## src/rtl/hilo_md_ctrl.sv

```systemverilog
// hilo_md_ctrl: multiply/divide sequencer that owns every HI/LO register write.
// Accepts MULT, MULTU, DIV, DIVU, MTHI and MTLO. MULT/DIV run as 32-step radix-2
// shift-add multiply / restoring divide, then write HI and LO together for one cycle.
// MTHI/MTLO write through with a one-cycle latency. All outputs are registered.
//
// Ports:
//   clk        in   rising-edge clock
//   reset      in   synchronous active-high reset
//   start      in   operation request (accepted only while busy = 0)
//   md_op      in   0 MULT, 1 MULTU, 2 DIV, 3 DIVU, 4 MTHI, 5 MTLO, 6/7 no-op
//   flush      in   abort any in-flight operation, no HI/LO write
//   rs_data    in   multiplicand / dividend / MTHI-MTLO source
//   rt_data    in   multiplier / divisor
//   busy       out  multiply or divide in progress
//   hi_write   out  HI write strobe
//   lo_write   out  LO write strobe
//   hi_wdata   out  HI write data
//   lo_wdata   out  LO write data
module hilo_md_ctrl #(
    parameter logic [31:0] DIV_ZERO_Q = 32'hFFFF_FFFF
) (
    input  logic        clk,
    input  logic        reset,
    input  logic        start,
    input  logic [2:0]  md_op,
    input  logic        flush,
    input  logic [31:0] rs_data,
    input  logic [31:0] rt_data,
    output logic        busy,
    output logic        hi_write,
    output logic        lo_write,
    output logic [31:0] hi_wdata,
    output logic [31:0] lo_wdata
);

    typedef enum logic [1:0] {StIdle, StMul, StDiv, StDone} state_e;

    state_e      state_q;
    logic [4:0]  cnt_q;
    logic [63:0] work_q;      // mul: {partial product, multiplier}; div: {remainder, quotient}
    logic [31:0] opnd_q;      // multiplicand or divisor magnitude
    logic        neg_lo_q;    // negate product / quotient at the end
    logic        neg_hi_q;    // negate remainder at the end
    logic        div_zero_q;

    logic [31:0] rs_abs, rt_abs;
    logic        op_signed;
    logic [32:0] mul_sum;
    logic [63:0] mul_next;
    logic [63:0] mul_res;
    logic [32:0] div_shift;
    logic        div_ok;
    logic [31:0] div_rem;
    logic [63:0] div_next;
    logic [31:0] div_q, div_r;

    always_comb begin
        op_signed = ~md_op[0];
        rs_abs    = (op_signed && rs_data[31]) ? -rs_data : rs_data;
        rt_abs    = (op_signed && rt_data[31]) ? -rt_data : rt_data;

        // Shift-add: add multiplicand into the upper half when the current multiplier bit
        // is set, then shift the whole 65-bit value right by one.
        mul_sum  = {1'b0, work_q[63:32]} + (work_q[0] ? {1'b0, opnd_q} : 33'd0);
        mul_next = {mul_sum, work_q[31:1]};
        mul_res  = neg_lo_q ? -mul_next : mul_next;

        // Restoring divide: shift the next dividend bit into the remainder and keep the
        // subtraction only if it does not go negative. A zero divisor always "succeeds",
        // which leaves the raw dividend in the remainder after 32 steps.
        div_shift = work_q[63:31];
        div_ok    = div_shift >= {1'b0, opnd_q};
        div_rem   = div_shift[31:0] - opnd_q;
        div_next  = div_ok ? {div_rem, work_q[30:0], 1'b1} : {work_q[62:0], 1'b0};
        div_q     = div_zero_q ? DIV_ZERO_Q
                  : (neg_lo_q ? -div_next[31:0] : div_next[31:0]);
        div_r     = neg_hi_q ? -div_next[63:32] : div_next[63:32];
    end

    always_ff @(posedge clk) begin
        if (reset) begin
            state_q    <= StIdle;
            cnt_q      <= 5'd0;
            work_q     <= 64'd0;
            opnd_q     <= 32'd0;
            neg_lo_q   <= 1'b0;
            neg_hi_q   <= 1'b0;
            div_zero_q <= 1'b0;
            busy       <= 1'b0;
            hi_write   <= 1'b0;
            lo_write   <= 1'b0;
            hi_wdata   <= 32'd0;
            lo_wdata   <= 32'd0;
        end else if (flush) begin
            state_q  <= StIdle;
            cnt_q    <= 5'd0;
            busy     <= 1'b0;
            hi_write <= 1'b0;
            lo_write <= 1'b0;
        end else begin
            hi_write <= 1'b0;
            lo_write <= 1'b0;
            unique case (state_q)
                StMul: begin
                    work_q <= mul_next;
                    cnt_q  <= cnt_q + 5'd1;
                    if (cnt_q == 5'd31) begin
                        state_q  <= StDone;
                        busy     <= 1'b0;
                        hi_write <= 1'b1;
                        lo_write <= 1'b1;
                        hi_wdata <= mul_res[63:32];
                        lo_wdata <= mul_res[31:0];
                    end
                end
                StDiv: begin
                    work_q <= div_next;
                    cnt_q  <= cnt_q + 5'd1;
                    if (cnt_q == 5'd31) begin
                        state_q  <= StDone;
                        busy     <= 1'b0;
                        hi_write <= 1'b1;
                        lo_write <= 1'b1;
                        hi_wdata <= div_r;
                        lo_wdata <= div_q;
                    end
                end
                default: begin
                    // StIdle and StDone both accept a new request.
                    state_q <= StIdle;
                    if (start) begin
                        unique case (md_op)
                            3'd0, 3'd1: begin
                                state_q    <= StMul;
                                busy       <= 1'b1;
                                cnt_q      <= 5'd0;
                                work_q     <= {32'd0, rt_abs};
                                opnd_q     <= rs_abs;
                                neg_lo_q   <= op_signed & (rs_data[31] ^ rt_data[31]);
                                neg_hi_q   <= 1'b0;
                                div_zero_q <= 1'b0;
                            end
                            3'd2, 3'd3: begin
                                state_q    <= StDiv;
                                busy       <= 1'b1;
                                cnt_q      <= 5'd0;
                                opnd_q     <= rt_abs;
                                div_zero_q <= (rt_data == 32'd0);
                                if (rt_data == 32'd0) begin
                                    work_q   <= {32'd0, rs_data};
                                    neg_lo_q <= 1'b0;
                                    neg_hi_q <= 1'b0;
                                end else begin
                                    work_q   <= {32'd0, rs_abs};
                                    neg_lo_q <= op_signed & (rs_data[31] ^ rt_data[31]);
                                    neg_hi_q <= op_signed & rs_data[31];
                                end
                            end
                            3'd4: begin
                                hi_write <= 1'b1;
                                hi_wdata <= rs_data;
                            end
                            3'd5: begin
                                lo_write <= 1'b1;
                                lo_wdata <= rs_data;
                            end
                            default: ;
                        endcase
                    end
                end
            endcase
        end
    end

endmodule

```

## config.mk

```make
export PLATFORM = sky130hd
export DESIGN_NAME = hilo_md_ctrl
export DESIGN_NICKNAME = d
export VERILOG_FILES = /design/src/rtl/hilo_md_ctrl.sv
export SDC_FILE = /design/constraint.sdc
export NUM_CORES = 1
export LEC_CHECK = 0
export ABC_CLOCK_PERIOD_IN_PS = 4500
export CORE_MARGIN = 8
export CORE_UTILIZATION = 35
export CTS_CLUSTER_SIZE = 20
export DETAILED_ROUTE_END_ITERATION = 7
export PLACE_DENSITY = 0.63
export SLEW_MARGIN = 30
export SYNTH_ARGS = -nofsm -noshare
export SYNTH_HDL_FRONTEND = slang
export SYNTH_SLANG_ARGS = --single-unit
```

## constraint.sdc

```tcl
create_clock -name clk -period 4.5 [get_ports clk]
set_input_delay 0.9 -clock clk [delete_from_list [all_inputs] [get_ports clk]]
set_output_delay 0.9 -clock clk [all_outputs]
set_load 0.03 [all_outputs]
```

==> summary.txt, run 1 <==
Outcome
  • Status: finished, final reports clean

Cells and area
  • Final Cell Area: 22,300 um2
  • Final Util: 43.47%
  • N_diodes: 0
  • Non-filler cells, final: 3,502
  • Area growth, synth to finish: 22.93%
  • Layout cells sized above 1: 13.39%
  • Fill count: 5,361
  • NumNets Final: 2,955

Routing
  • Routed WL: 84,100 um
  • DRC violations left: 0
  • Initial drt markers: 2,713
  • DRT antenna net count: 0
  • DR WL/cell: 24.02 um
  • Drt pass-1 iters: 6
  • Via Count: 21,542
  • DR vias/cell: 6.151

Flow run
  • # Max-Cap Violations: 0

Critical path
  • Timing startpoint of the critical path: opnd_q[20]$_SDFFE_PP0P_
  • Top Family by Delay on Critical Path: simple AND/OR/NAND/NOR gates
  • Crit path to: hi_wdata[29]$_SDFFE_PP0P_
  • Reg2reg setup slack: 0.12 ns
  • Crit path max-delay cell type: or4_1
  • WP depth: 17
  • Critical path arrival: 4.82 ns
  • CP bufs+invs: 5
  • Setup crit end kind: flip-flop
  • Worst path cell trace: inv_1, ha_4, nand4_1, nor4_4, nand4b_1, o311ai_1, or3_4, inv_2, buf_12, buf_4, nor4_1, o22ai_1, buf_4, or2_2, or4_1, o31ai_1, o31a_1
  • Path depth of the worst reg2reg path: 17
  • CP required: 4.94 ns
  • CP dominant cell by count: buf_4
  • Max stage delay on crit path: 0.49 ns
  • Reg-to-reg endpoint: hi_wdata[29]$_SDFFE_PP0P_
  • CP Launch Type: flip-flop
  • Worst Path Class, Setup: flip-flop to flip-flop
  • Worst-path fanout max: 11
  • Reg2reg start: opnd_q[20]$_SDFFE_PP0P_

Synth
  • YS warnings: 0
  • Syn avg cell area: 6.905 um2
  • Post-Syn Instances: 2,627
  • EDFF count, synth: 0
  • Asr flop ratio synth: 0%
  • Synth Register Bits: 173
  • Post-synth top area cell: dfxtp_1
  • Synth area leaders: dfxtp_1 (19%), a21oi_1 (7.5%), xnor2_1 (7.0%)
  • Sequential fraction of the synthesis area: 19.09%
  • Syn Nets: 2,773
  • Netlist cell types: 93
  • Top-area cell type share of the netlist area: 19.09%
  • Synth Flop Type: dfxtp_1
  • Mapped Area: 18,140 um2

Floorplan
  • Die Y: 243.7 um
  • Initial core utilization: 35.36%
  • Row cnt: 83
  • Top-Level Pins: 138
  • Die X: 243.7 um
  • DIE AREA: 59,370 um2
  • Core Area: 51,300 um2

Global route
  • Largest net degree at the start of global routing: 85
  • Global-route wire length before repair: 124,400 um
  • Number of global-route vias before repair: 19,923
  • Total grt overflow: 0
  • GRT Util Overall: 26.89%
  • Initial antenna violation count: 2

Worst hold path
  • Depth of the worst hold-timing path: 2
  • Tightest Hold Check Type: flip-flop to flip-flop

Placed design
  • Placer Congestion: 0.9956
  • IO Port Bufs: 137
  • Post-DP Area: 21,400 um2
  • Post-DP HPWL: 67,150 um
  • Post-Place Worst Slack: -0.08707 ns
  • Placed cells: 3,468

Power
  • Peak VDD IR: 0.0002447 V
  • Tot Pwr: 5.427 mW
  • Cell Pwr Density: 243.4 nW/um2
  • Leak: 8.560 nW

Timing
  • Worst slew pin tran: 1.020 ns
  • Ratio of final minimum period to clock period: 97.31%
  • Setup ws final: 0.1210 ns
  • Fmax: 228.4 MHz
  • Final hold slack: 0.4532 ns
  • Relative slew slack: 31.92%
  • Setup Viol. Count Final: 0
  • Fin crit period: 4.379 ns
  • Pins Over Slew Limit: 0
  • Final Hold Fails: 0
  • Clk_skew: 0.01264 ns
  • Post-Route Setup TNS: 0 ns
  • RSZ-0062 raised after global routing: yes

CTS
  • CTS Buf Count: 17
  • Clk sink count: 173
  • Max clock buf depth: 2
  • Maximum level of the CTS H-tree: 4
  • Clk root buf: clkbuf_16
  • Worst-Skew Late Latency: 0.49 ns
  • Clk pin slew, worst setup/hold paths: 0.08 ns
  • TritonCTS clock tree: built
  • Hold-fix buffers at CTS: 0
## Yosys cell counts, drive strengths merged (23+ instances only)
cell type	count
nand2	289
nor2	276
a21oi	275
o21ai	187
clkbuf	178
dfxtp	173
xnor2	145
inv	77
xor2	74
ha	73
nand3	65
a221oi	61
nor3	56
o211ai	51
a211oi	50
or3	42
buf	37
a22oi	36
o31ai	32
nand2b	30
a21o	29
and2	28
nor4	28
mux2i	24
and3	23
## cell families (layout without fill, tap and decap cells)
| logic type | after synthesis | after routing | share of synthesized area, % |
|---|---|---|---|
| xor gates and xnor gates | 219 | 219 | 10.57 |
| buffers and inverters | 293 | 488 | 6.373 |
| and+or+nand+nor | 945 | 945 | 24.76 |
| AOI/OAI and AO/OA | 882 | 882 | 31.60 |
| DFF | 173 | 173 | 19.09 |
| adders and majority gates | 75 | 75 | 5.256 |
| muxes | 40 | 40 | 2.338 |
## layout make-up
class	instances	area, um2	area share (%)
multi-input combinational	2161	13820	61.97
inverter	78	292.8	1.313
sequential	173	3466	15.54
clock buffer	20	446.7	2.003
timing repair buffer	378	3241	14.53
clock inverter	12	183.9	0.8248
tap	680	850.8	3.815
## cell usage in the layout, fill, tap and decap left out, drive strengths merged, types with 36 or more instances in the layout
cell	instances
nand2	289
xnor2	145
nand3	65
nor3	56
o21ai	187
or3	42
xor2	74
inv	79
nor2	276
ha	73
clkdlybuf4s50	136
a21oi	275
a221oi	61
dfxtp	173
a211oi	50
a22oi	36
o211ai	51
buf	242
## sequential cells by signal (all words and copies together), names as in the netlist
register    cells
cnt_q           5
neg_hi_q        1
hi_wdata       32
div_zero_q      1
lo_wdata       32
neg_lo_q        1
hi_write        1
lo_write        1
work_q         64
state_q         2
busy            1
opnd_q         32
## worst min path at each step
| stage | startpoint | endpoint | slack [ns] |
|---|---|---|---|
| 6_report | opnd_q[23]$_SDFFE_PP0P_ | opnd_q[23]$_SDFFE_PP0P_ | 0.45 |
| 5_1_grt | lo_wdata[0]$_SDFFE_PP0P_ | lo_wdata[0]$_SDFFE_PP0P_ | 0.47 |
| 4_1_cts | opnd_q[30]$_SDFFE_PP0P_ | opnd_q[30]$_SDFFE_PP0P_ | 0.45 |
| 3_5_place_dp | opnd_q[30]$_SDFFE_PP0P_ | opnd_q[30]$_SDFFE_PP0P_ | 0.45 |
| 3_3_place_gp | hi_wdata[14]$_SDFFE_PP0P_ | hi_wdata[14]$_SDFFE_PP0P_ | 0.44 |
| 2_1_floorplan | opnd_q[10]$_SDFFE_PP0P_ | opnd_q[10]$_SDFFE_PP0P_ | 0.43 |
## power breakdown
part	switching [mW]	total, mW	internal, mW	leakage, nW
Combinational	1.32	2.14	0.817	6.86
Clock	0.721	1.67	0.948	0.301
Sequential	0.0516	1.62	1.57	1.40
## tightest hold or removal path, delay by kind of cell, from the launching register on
family,cells,cell delay (ns)
AO/OA/AOI/OAI,1,0.05
flip-flops,1,0.31
AND/OR/NAND/NOR,1,0.05
## per-layer routing
layer	global-route usage [%]	part of all wire, %	vias up
met2	40.45	43	1099
met4	11.06	4.3	2
met3	5.853	8.9	182
li1	-	-	9938
met1	36.76	44	10321
met5	0	0.015	-
## repair_timing
| action | CTS | global route |
|---|---|---|
| setup endpoints to repair | 9 | 19 |
| pin swaps | 0 | 6 |
| cloned | 0 | 0 |
| gates resized for setup | 8 | 46 |
| buffers inserted | 0 | 2 |
Power figures use the tool's default switching activity.
==> inputs of run 2 (changes only) <==
--- a/config.mk
+++ b/config.mk
@@ -6,6 +6,7 @@
 export NUM_CORES = 1
 export LEC_CHECK = 0
 export ABC_CLOCK_PERIOD_IN_PS = 4500
+export CAP_MARGIN = 20
 export CORE_MARGIN = 8
 export CORE_UTILIZATION = 35
 export CTS_CLUSTER_SIZE = 20
==> results of run 2 <==
Same layout as run 1: the final DEF is identical, and so are final timing and power.
